### src/rtl/multiplexed_seven_segment_driver_if.sv
// rtl/multiplexed_seven_segment_driver_if.sv - display value/control inputs and display pin outputs
//
// Ports carried:
//   i_Value        4*NUM_DIGITS  hex value, nibble k drives digit k
//   i_Load         1             one-cycle strobe capturing i_Value
//   i_Enable       1             0 blanks the display, scanning continues
//   o_Segment_A..G 1 each        active-low segments
//   o_Digit_Sel    NUM_DIGITS    active-low digit enables
//   o_Frame_Start  1             one-cycle pulse at the first output cycle of a frame
// Modports: master (status/debug logic side), slave (driver side).

interface multiplexed_seven_segment_driver_if #(
    parameter int NUM_DIGITS = 4
);
    logic [4*NUM_DIGITS-1:0] i_Value;
    logic                    i_Load;
    logic                    i_Enable;
    logic                    o_Segment_A;
    logic                    o_Segment_B;
    logic                    o_Segment_C;
    logic                    o_Segment_D;
    logic                    o_Segment_E;
    logic                    o_Segment_F;
    logic                    o_Segment_G;
    logic [NUM_DIGITS-1:0]   o_Digit_Sel;
    logic                    o_Frame_Start;

    modport master (
        output i_Value, i_Load, i_Enable,
        input  o_Segment_A, o_Segment_B, o_Segment_C, o_Segment_D,
               o_Segment_E, o_Segment_F, o_Segment_G,
               o_Digit_Sel, o_Frame_Start
    );

    modport slave (
        input  i_Value, i_Load, i_Enable,
        output o_Segment_A, o_Segment_B, o_Segment_C, o_Segment_D,
               o_Segment_E, o_Segment_F, o_Segment_G,
               o_Digit_Sel, o_Frame_Start
    );
endinterface

### src/rtl/multiplexed_seven_segment_driver.sv
// rtl/multiplexed_seven_segment_driver.sv - time-multiplexed hex seven-segment driver with dead-time
//
// Ports:
//   i_Clk    in  system clock, rising edge
//   i_Reset  in  asynchronous active-high reset
//   bus      slave modport of multiplexed_seven_segment_driver_if
//            (i_Value, i_Load, i_Enable in; o_Segment_A..G, o_Digit_Sel, o_Frame_Start out)
// Parameters: NUM_DIGITS (1..8), REFRESH_DIV (> BLANK_CYCLES), BLANK_CYCLES (>= 1)
// Optional feature macro: LEADING_ZERO_BLANK_EN - darkens leading zero digits (digit 0 always shown).

module multiplexed_seven_segment_driver #(
    parameter int NUM_DIGITS   = 4,
    parameter int REFRESH_DIV  = 25000,
    parameter int BLANK_CYCLES = 250
) (
    input  logic                                    i_Clk,
    input  logic                                    i_Reset,
    multiplexed_seven_segment_driver_if.slave       bus
);
    localparam int CNT_W = $clog2(REFRESH_DIV);
    localparam int IDX_W = (NUM_DIGITS > 1) ? $clog2(NUM_DIGITS) : 1;
    localparam int VAL_W = 4 * NUM_DIGITS;

    localparam logic [CNT_W-1:0] CNT_LAST  = CNT_W'(REFRESH_DIV - 1);
    localparam logic [CNT_W-1:0] CNT_BLANK = CNT_W'(BLANK_CYCLES);
    localparam logic [IDX_W-1:0] IDX_LAST  = IDX_W'(NUM_DIGITS - 1);

    typedef enum logic {
        ST_BLANK = 1'b0,
        ST_ON    = 1'b1
    } state_t;

    state_t                state_q, state_d;
    logic [CNT_W-1:0]      cnt_q, cnt_d;
    logic [IDX_W-1:0]      idx_q, idx_d;
    logic [VAL_W-1:0]      disp_q, disp_d;
    logic [VAL_W-1:0]      pend_q, pend_d;
    logic                  pv_q, pv_d;
    logic [6:0]            seg_q, seg_d;
    logic [NUM_DIGITS-1:0] sel_q, sel_d;
    logic                  fs_q, fs_d;

    logic                  frame_first;
    logic [3:0]            nibble;
    logic                  lz_dark;

    // {A,B,C,D,E,F,G}, active low
    function automatic logic [6:0] decode(input logic [3:0] n);
        case (n)
            4'h0: decode = 7'h01;
            4'h1: decode = 7'h4F;
            4'h2: decode = 7'h12;
            4'h3: decode = 7'h06;
            4'h4: decode = 7'h4C;
            4'h5: decode = 7'h24;
            4'h6: decode = 7'h20;
            4'h7: decode = 7'h0F;
            4'h8: decode = 7'h00;
            4'h9: decode = 7'h04;
            4'hA: decode = 7'h08;
            4'hB: decode = 7'h60;
            4'hC: decode = 7'h31;
            4'hD: decode = 7'h42;
            4'hE: decode = 7'h30;
            default: decode = 7'h38;
        endcase
    endfunction

    always_ff @(posedge i_Clk or posedge i_Reset) begin
        if (i_Reset) begin
            state_q <= ST_BLANK;
            cnt_q   <= '0;
            idx_q   <= '0;
            disp_q  <= '0;
            pend_q  <= '0;
            pv_q    <= 1'b0;
            seg_q   <= '1;
            sel_q   <= '1;
            fs_q    <= 1'b0;
        end else begin
            state_q <= state_d;
            cnt_q   <= cnt_d;
            idx_q   <= idx_d;
            disp_q  <= disp_d;
            pend_q  <= pend_d;
            pv_q    <= pv_d;
            seg_q   <= seg_d;
            sel_q   <= sel_d;
            fs_q    <= fs_d;
        end
    end

    always_comb begin
        cnt_d   = cnt_q;
        idx_d   = idx_q;
        state_d = state_q;
        disp_d  = disp_q;
        pend_d  = pend_q;
        pv_d    = pv_q;
        seg_d   = '1;
        sel_d   = '1;
        fs_d    = 1'b0;
        nibble  = 4'h0;
        lz_dark = 1'b0;

        // Slot 0 of digit 0 is the frame boundary; this also covers the
        // first cycle after reset because reset parks both counters at zero.
        frame_first = (cnt_q == '0) && (idx_q == '0);

        if (cnt_q == CNT_LAST) begin
            cnt_d = '0;
            idx_d = (idx_q == IDX_LAST) ? '0 : idx_q + 1'b1;
        end else begin
            cnt_d = cnt_q + 1'b1;
        end
        state_d = (cnt_d < CNT_BLANK) ? ST_BLANK : ST_ON;

        for (int k = 0; k < NUM_DIGITS; k++) begin
            if (idx_q == IDX_W'(k)) begin
                nibble = disp_q[4*k +: 4];
`ifdef LEADING_ZERO_BLANK_EN
                lz_dark = (k != 0) && ((disp_q >> (4*k)) == '0);
`endif
            end
        end

        // Outputs are a registered image of this cycle's state/index.
        fs_d = frame_first;
        if (bus.i_Enable && (state_q == ST_ON) && !lz_dark) begin
            sel_d = ~(NUM_DIGITS'(1) << idx_q);
            seg_d = decode(nibble);
        end

        // Double buffer: a load on the boundary cycle bypasses pending so it
        // shows in the frame that is just starting.
        if (frame_first) begin
            if (bus.i_Load) begin
                disp_d = bus.i_Value;
                pv_d   = 1'b0;
            end else if (pv_q) begin
                disp_d = pend_q;
                pv_d   = 1'b0;
            end
        end else if (bus.i_Load) begin
            pend_d = bus.i_Value;
            pv_d   = 1'b1;
        end
    end

    assign bus.o_Segment_A   = seg_q[6];
    assign bus.o_Segment_B   = seg_q[5];
    assign bus.o_Segment_C   = seg_q[4];
    assign bus.o_Segment_D   = seg_q[3];
    assign bus.o_Segment_E   = seg_q[2];
    assign bus.o_Segment_F   = seg_q[1];
    assign bus.o_Segment_G   = seg_q[0];
    assign bus.o_Digit_Sel   = sel_q;
    assign bus.o_Frame_Start = fs_q;

endmodule

### src/flat_wrapper.sv
// flat-port wrapper written by rule: the top's interface ports become plain ports
module multiplexed_seven_segment_driver_flat 
#(
    parameter int NUM_DIGITS   = 4,
    parameter int REFRESH_DIV  = 25000,
    parameter int BLANK_CYCLES = 250
)
  (i_Clk, i_Reset, bus_i_Value, bus_i_Load, bus_i_Enable, bus_o_Segment_A, bus_o_Segment_B, bus_o_Segment_C, bus_o_Segment_D, bus_o_Segment_E, bus_o_Segment_F, bus_o_Segment_G, bus_o_Digit_Sel, bus_o_Frame_Start);
  multiplexed_seven_segment_driver_if #(.NUM_DIGITS(NUM_DIGITS)) bus_i ();
  input  logic i_Clk;
  input  logic i_Reset;
  input wire logic [$bits(bus_i.i_Value)-1:0] bus_i_Value;
  input wire logic [$bits(bus_i.i_Load)-1:0] bus_i_Load;
  input wire logic [$bits(bus_i.i_Enable)-1:0] bus_i_Enable;
  output wire logic [$bits(bus_i.o_Segment_A)-1:0] bus_o_Segment_A;
  output wire logic [$bits(bus_i.o_Segment_B)-1:0] bus_o_Segment_B;
  output wire logic [$bits(bus_i.o_Segment_C)-1:0] bus_o_Segment_C;
  output wire logic [$bits(bus_i.o_Segment_D)-1:0] bus_o_Segment_D;
  output wire logic [$bits(bus_i.o_Segment_E)-1:0] bus_o_Segment_E;
  output wire logic [$bits(bus_i.o_Segment_F)-1:0] bus_o_Segment_F;
  output wire logic [$bits(bus_i.o_Segment_G)-1:0] bus_o_Segment_G;
  output wire logic [$bits(bus_i.o_Digit_Sel)-1:0] bus_o_Digit_Sel;
  output wire logic [$bits(bus_i.o_Frame_Start)-1:0] bus_o_Frame_Start;
  assign bus_i.i_Value = bus_i_Value;
  assign bus_i.i_Load = bus_i_Load;
  assign bus_i.i_Enable = bus_i_Enable;
  assign bus_o_Segment_A = bus_i.o_Segment_A;
  assign bus_o_Segment_B = bus_i.o_Segment_B;
  assign bus_o_Segment_C = bus_i.o_Segment_C;
  assign bus_o_Segment_D = bus_i.o_Segment_D;
  assign bus_o_Segment_E = bus_i.o_Segment_E;
  assign bus_o_Segment_F = bus_i.o_Segment_F;
  assign bus_o_Segment_G = bus_i.o_Segment_G;
  assign bus_o_Digit_Sel = bus_i.o_Digit_Sel;
  assign bus_o_Frame_Start = bus_i.o_Frame_Start;
  multiplexed_seven_segment_driver #(.NUM_DIGITS(NUM_DIGITS), .REFRESH_DIV(REFRESH_DIV), .BLANK_CYCLES(BLANK_CYCLES)) u_core (.i_Clk(i_Clk), .i_Reset(i_Reset), .bus(bus_i));
endmodule
### config.mk
export PLATFORM = sky130hd
export DESIGN_NAME = multiplexed_seven_segment_driver_flat
export DESIGN_NICKNAME = d
export VERILOG_FILES = /design/src/rtl/multiplexed_seven_segment_driver_if.sv /design/src/rtl/multiplexed_seven_segment_driver.sv /design/src/flat_wrapper.sv
export SDC_FILE = /design/constraint.sdc
export NUM_CORES = 1
export LEC_CHECK = 0
export CORE_AREA = 5 5 84 125
export DETAILED_ROUTE_END_ITERATION = 7
export DIE_AREA = 0 0 89 130
export PLACE_DENSITY = 0.61
export SLEW_MARGIN = 20
export SYNTH_ARGS = -nofsm -noshare
export SYNTH_HDL_FRONTEND = slang
export SYNTH_SLANG_ARGS = --single-unit
### constraint.sdc
create_clock -name i_Clk -period 2.7 [get_ports i_Clk]
set_input_delay 0.81 -clock i_Clk [delete_from_list [all_inputs] [get_ports i_Clk]]
set_output_delay 0.81 -clock i_Clk [all_outputs]
set_load 0.01 [all_outputs]
== Word level (Yosys, flattened, before mapping) ==
Memory sizes are Yosys's and may differ from the RTL's.
Cells that the tools add are included.

* Memories kept: 1
* Output and inout port bits: 12
* Bits in registers: 63
* Word-level logic and storage cells: 41
* Memory bits (read-only): 112

{| class="wikitable"
|+ Memory list
! memory !! words !! bits a word !! read ports !! clocked after Yosys merged registers in !! write ports !! line !! text
|-
| (name not given) || 16 || 7 || 1 || 0 || 0 || multiplexed_seven_segment_driver.sv:49 || <nowiki>case (n)</nowiki>
|}

* Mux-type cells: 13
* Eq/ne operators: 4
* Reductions and logical operators: 8
* Bitwise gates (word level): 2
* Shifts and indexed selects: 1
* Order comparisons: 1
* Add/sub/neg operators: 2

{| class="wikitable"
|+ Operator list
! operator !! number
|-
| $mux 16 || 2
|-
| $mux 4 || 5
|-
| $add 15x1->15 const B || 1
|-
| $eq 15x15->1 const B || 1
|-
| $logic_not 15->1 || 1
|-
| $lt 15x8->1 const B || 1
|-
| $mux 15 || 1
|-
| $mux 7 || 1
|-
| $eq 2x2->1 const B || 2
|-
| $not 4->4 || 1
|-
| $reduce_and 2->1 || 2
|-
| $reduce_bool 2->1 || 2
|-
| $shl 1x2->4 const A || 1
|-
| $mux 1 || 3
|-
| $add 2x1->2 const B || 1
|-
| $eq 2x1->1 const B || 1
|-
| $logic_and 1x1->1 || 2
|-
| $logic_not 2->1 || 1
|-
| $mux 2 || 1
|-
| $not 1->1 || 1
|}

== Logic depth before layout (Yosys ltp) ==
Gate-level depths: netlist (run 1).
An unclocked memory read counts as a cell.

* Word-level depth: 7
* Depth in mapped cells: 10
* Mapped depth without buffers: 9

== Least setup slack after synthesis (run 1) ==
OpenSTA, ideal clock, no wires.

* Path type: register to register
* Start point: register u_core.idx_q[0]
* End point: register u_core.seg_q[3]
* Setup slack: 289 ps
* Stages on the path, launching flop included: 11
* Data required time: 2615 ps
* Arrival: 2326 ps
* Library setup time: 85 ps
* Cells stage by stage: dfrtp_1 > inv_1 > ha_1 > clkbuf_1 > a21oi_1 > o21ai_0 > a22oi_1 > inv_1 > ha_1 > mux4_2 > nand2b_1

* Longest elaborated chain between the ends: 7
* Elaborated cells between the ends (all ways): 10

{| class="wikitable"
|+ Ends and longest elaborated chain
! item !! line !! text
|-
| start, declared || multiplexed_seven_segment_driver.sv:35 || <nowiki>logic [IDX_W-1:0] idx_q, idx_d;</nowiki>
|-
| start signal, assigned || multiplexed_seven_segment_driver.sv:83 || <nowiki>idx_q <= idx_d;</nowiki>
|-
| $logic_not 2->1 || multiplexed_seven_segment_driver.sv:119 || <nowiki>if (idx_q == IDX_W'(k)) begin</nowiki>
|-
| $mux 4 (3 in series) || multiplexed_seven_segment_driver.sv:119 ||
|-
| $mux 4 * || multiplexed_seven_segment_driver.sv:119 ||
|-
| $mem_v2 16x7 * || n/a ||
|-
| $mux 7 * || multiplexed_seven_segment_driver.sv:129 || <nowiki>if (bus.i_Enable && (state_q == ST_ON) && !lz_dark) begin</nowiki>
|-
| net u_core.seg_d[3] || multiplexed_seven_segment_driver.sv:39 || <nowiki>logic [6:0] seg_q, seg_d;</nowiki>
|-
| end signal, assigned || multiplexed_seven_segment_driver.sv:87 || <nowiki>seg_q <= seg_d;</nowiki>
|-
| end, declared || multiplexed_seven_segment_driver.sv:39 ||
|}

The timed path passes the listed nets; every way through them passes the cells marked *.
A chain may end at the register's enable or synchronous reset.

== Final worst setup path (run 1) ==
* Start point: register u_core.idx_q[0]
* End point: register u_core.pend_q[3]

* Longest elaborated chain between the ends: 4

{| class="wikitable"
|+ Ends and longest elaborated chain
! item !! line !! text
|-
| $logic_not 2->1 || multiplexed_seven_segment_driver.sv:108 || <nowiki>frame_first = (cnt_q == '0) && (idx_q == '0);</nowiki>
|-
| $logic_and 1x1->1 || multiplexed_seven_segment_driver.sv:108 ||
|-
| net u_core.frame_first || multiplexed_seven_segment_driver.sv:43 || <nowiki>logic frame_first;</nowiki>
|-
| $not 1->1 (no line) || n/a ||
|-
| $reduce_and 2->1 (no line) || n/a ||
|-
| end signal, assigned || multiplexed_seven_segment_driver.sv:85 || <nowiki>pend_q <= pend_d;</nowiki>
|-
| end, declared || multiplexed_seven_segment_driver.sv:37 || <nowiki>logic [VAL_W-1:0] pend_q, pend_d;</nowiki>
|}

The timed path passes the listed nets, and every way through them passes these cells.

==> results by group, run 1 <==
Run status
  – Outcome: finished clean

Route
  – Vias: 2209
  – Avg Vias per Cell: about 5.0
  – Final antenna-violating net count: 0
  – Number of remaining DRC errors: 0
  – Wire length after detailed routing: 6550 um
  – Average detailed-routed wire length per instance: 15.0 um
  – Iteration-0 DRC Markers: ~110
  – Number of search-and-repair iterations in the first detailed-routing pass: 4

Floorplan
  – Width of the die: between 80 and 90 um
  – Core Region: 9200 sq um
  – Starting density of the core: 0.345
  – Number of rows in the core area: 43
  – Top-Level Pins: 32
  – Overall die area: between 10000 and 15000 sq um
  – Overall die height: 130 um

Timing
  – Sum of negative setup slack: 0 ns
  – RSZ-0062 raised after global routing: false
  – Largest clock skew in the final design: between 0.006 and 0.007 ns
  – Worst slew margin relative to its limit: 0.284
  – Period minus WS final: 2.52 ns
  – Max-slew violation total from the final report: 0
  – Final clock period utilization by the worst path: 0.934
  – Final count of hold timing violations: 0
  – Min setup slack post-route: 0.177 ns
  – Worst slack on hold paths: 0.481 ns
  – Achievable clock frequency: about 400 MHz
  – Transition at the pin with the smallest max-transition slack: 1.07 ns
  – Final number of setup-violating endpoints: 0

Layout
  – Final instance area: 3950 sq um
  – Final-layout fill cell count: 886
  – Commonest cells after routing, fill and taps aside: 52 x sky130_fd_sc_hd__dfrtp_1, 32 x sky130_fd_sc_hd__nand2_1, 31 x sky130_fd_sc_hd__clkdlybuf4s50_1, 25 x sky130_fd_sc_hd__o21ai_0, 19 x sky130_fd_sc_hd__mux2i_1
  – Area Overhead vs Synth: 24.7%
  – Post-layout net count: 353
  – Diode count: 0
  – Commonest non-fill, non-tap cell in the layout: sky130_fd_sc_hd__dfrtp_1
  – Share of layout cells above drive strength 1: 0.172
  – Final cell count without fillers: around 440
  – Core utilization of the finished layout: 0.430

Worst setup path
  – CP max stage delay: 0.56 ns
  – Biggest fanout along the worst timing path: 16
  – CP Cell Sequence: inv_1, ha_1, or4bb_1, nor4_4, nor2b_2, mux2_4
  – Data arrival time of the critical path: 2.73 ns
  – Required time of the critical path: 2.90 ns
  – Family with the most delay on the worst path: simple AND/OR/NAND/NOR gates
  – CP endpoint kind: flip-flop
  – Critical-path top delay cell: sky130_fd_sc_hd__or4bb_1
  – Kind of start point of the critical path: flip-flop
  – Type of the setup path with the least slack: flip-flop to flip-flop
  – Critical path buffer and inverter count: 1

Clocking
  – Clk Tree Root Cell: sky130_fd_sc_hd__clkbuf_16
  – Worst-path clk slew: around 0.050 ns
  – Later-pin clock latency in the skew report: 0.33 ns
  – Count of hold buffers inserted by post-cts repair: 0
  – Max clock buf depth: 2
  – TritonCTS clock tree: done
  – Maximum level of the CTS H-tree: 3
  – TritonCTS Buffers: 9
  – TritonCTS Sinks: 63

Yosys
  – Synthesized area per cell: 11.1 sq um
  – Number of enable flip-flop cells after synthesis: 0
  – Mapped Area: ~3200 sq um
  – Post-synthesis instance total: around 290
  – Synthesis Warnings: 0
  – Sequential share of the synthesized area: 0.501
  – Yosys reg bits: 63
  – Share of synthesized registers carrying an async set or reset: 1.00
  – Synth cell types: 45
  – Dominant synthesized flop cell: sky130_fd_sc_hd__dfrtp_1
  – Syn Nets: 319

Placement
  – PortBufs: 31
  – Post-Place Cell Area: 3610 sq um
  – Setup slack after placement: 0.00130 ns
  – Weighted congestion at the end of routability-driven global placement: 0.819
  – Placed cell count: 422
  – Final HPWL from detailed placement: 4850 um

GRT
  – Initial antenna violation count: 0
  – Total routing usage reported by global routing: 0.127
  – Total overflow reported by the global router: 0
  – Number of global-route vias before repair: 2306
  – Wire length of the first global-routing pass: roughly 11000 um
  – Pin count of the biggest net entering global routing: 64

Worst hold path
  – Type of the tightest min-delay check: flip-flop to flip-flop

Power and ir drop
  – Ratio of total power to cell area: 630 nW/um^2
  – Static leakage: between 1.5 and 2 nW
  – Overall power consumption: around 2.5 mW
  – Peak VDD IR: 0.309 mV

Flow run
  – Max-cap violations: 0
-- repair_timing --
item / CTS / global route
gates resized for setup: 0 / 1
endpoints found under the setup margin: 0 / 1
setup buffers: 0 / 0
-- tightest hold or removal path, delay by kind of cell, from the launching register on --
family / cells / cell delay [ns]
simple gates: 1 / 0.05
flops: 1 / 0.34
compound gates: 1 / 0.06
-- flip-flops by register name (all words and copies together) (netlist names) --
name                      flops
u_core.pv_q                   1
u_core.seg_q                  7
u_core.cnt_q                 15
u_core.bus.o_Digit_Sel        4
u_core.idx_q                  2
u_core.state_q                1
u_core.bus.o_Frame_Start      1
u_core.disp_q                16
u_core.pend_q                16
-- power breakdown --
part	total [mW]	internal, mW	switching (mW)
sequential	1.01	0.989	0.0243
combinational	0.193	0.104	0.0895
clock	1.28	0.882	0.401
total	2.49	1.97	0.515
-- kinds of logic (layout without fill, tap and decap cells) --
group                    count (synthesis)  in the layout  synth area share
AO/OA/AOI/OAI                           51             51            0.0966
AND/OR/NAND/NOR                         85             85             0.145
multiplexers                            37             37             0.139
flip-flops                              63             63             0.501
adder cells (fa/ha/maj)                 12             12            0.0473
buffers and inverters                   27             66            0.0371
XOR/XNOR                                12             12            0.0331
-- synthesized netlist by cell type (all sizes together), types with 7 or more instances --
cell type | instances | share of area
dfrtp | 52 | 0.41
o21ai | 26 | 0.041
dfstp | 11 | 0.091
nor2 | 9 | 0.011
nand3 | 7 | 0.011
clkbuf | 10 | 0.012
xor2 | 10 | 0.028
mux2 | 17 | 0.072
a21oi | 7 | 0.011
inv | 13 | 0.015
nand2 | 32 | 0.038
nand4 | 7 | 0.014
mux2i | 19 | 0.060
ha | 12 | 0.047
-- metal layers --
metal | part of all wire | track usage | wire length (um) | vias up
met5 | 0 | 0 | 0 | -
met4 | 0.018 | 0.0578 | 118 | 0
met3 | 0.034 | 0.0303 | 221 | 9
met2 | 0.55 | 0.225 | 3610 | 30
met1 | 0.40 | 0.142 | 2600 | 1095
li1 | - | - | - | 1075
-- layout make-up --
cell class              count  area (sq um)  share of cell area
repair buffers             37           368              0.0930
clock inverters             3          65.1              0.0165
flip-flops and latches     63          1590               0.402
well taps                 112           140              0.0354
clock buffers              13           270              0.0684
inverters                  13          48.8              0.0123
multi-input cells         197          1470               0.372
-- final timing paths --
kind | slack (ns) | to | cells past startpoint | startpoint
min reg2reg | 0.48 | u_core.disp_q[9]$_DFFE_PP0P_ | 2 | u_core.disp_q[9]$_DFFE_PP0P_
max in group asynchronous | 1.52 | u_core.seg_q[2]$_DFF_PP1_ | 3 | i_Reset
max reg2reg | 0.18 | u_core.pend_q[3]$_DFFE_PP0P_ | 6 | u_core.idx_q[0]$_DFFE_PP0N_
min in group asynchronous | 0.86 | u_core.pend_q[1]$_DFFE_PP0P_ | 3 | i_Reset
min | 0.48 | u_core.disp_q[9]$_DFFE_PP0P_ | 2 | u_core.disp_q[9]$_DFFE_PP0P_
max | 0.18 | u_core.pend_q[3]$_DFFE_PP0P_ | 6 | u_core.idx_q[0]$_DFFE_PP0N_
Power figures use the tool's default switching activity.
==> run 2, diff against run 1 <==
--- a/config.mk
+++ b/config.mk
@@ -8,6 +8,7 @@
 export CORE_AREA = 5 5 84 125
 export DETAILED_ROUTE_END_ITERATION = 7
 export DIE_AREA = 0 0 89 130
+export GPL_ROUTABILITY_DRIVEN = 0
 export PLACE_DENSITY = 0.61
 export SLEW_MARGIN = 20
 export SYNTH_ARGS = -nofsm -noshare
==> results of run 2 <==
Final layout, timing and power as in run 1 (identical DEF).
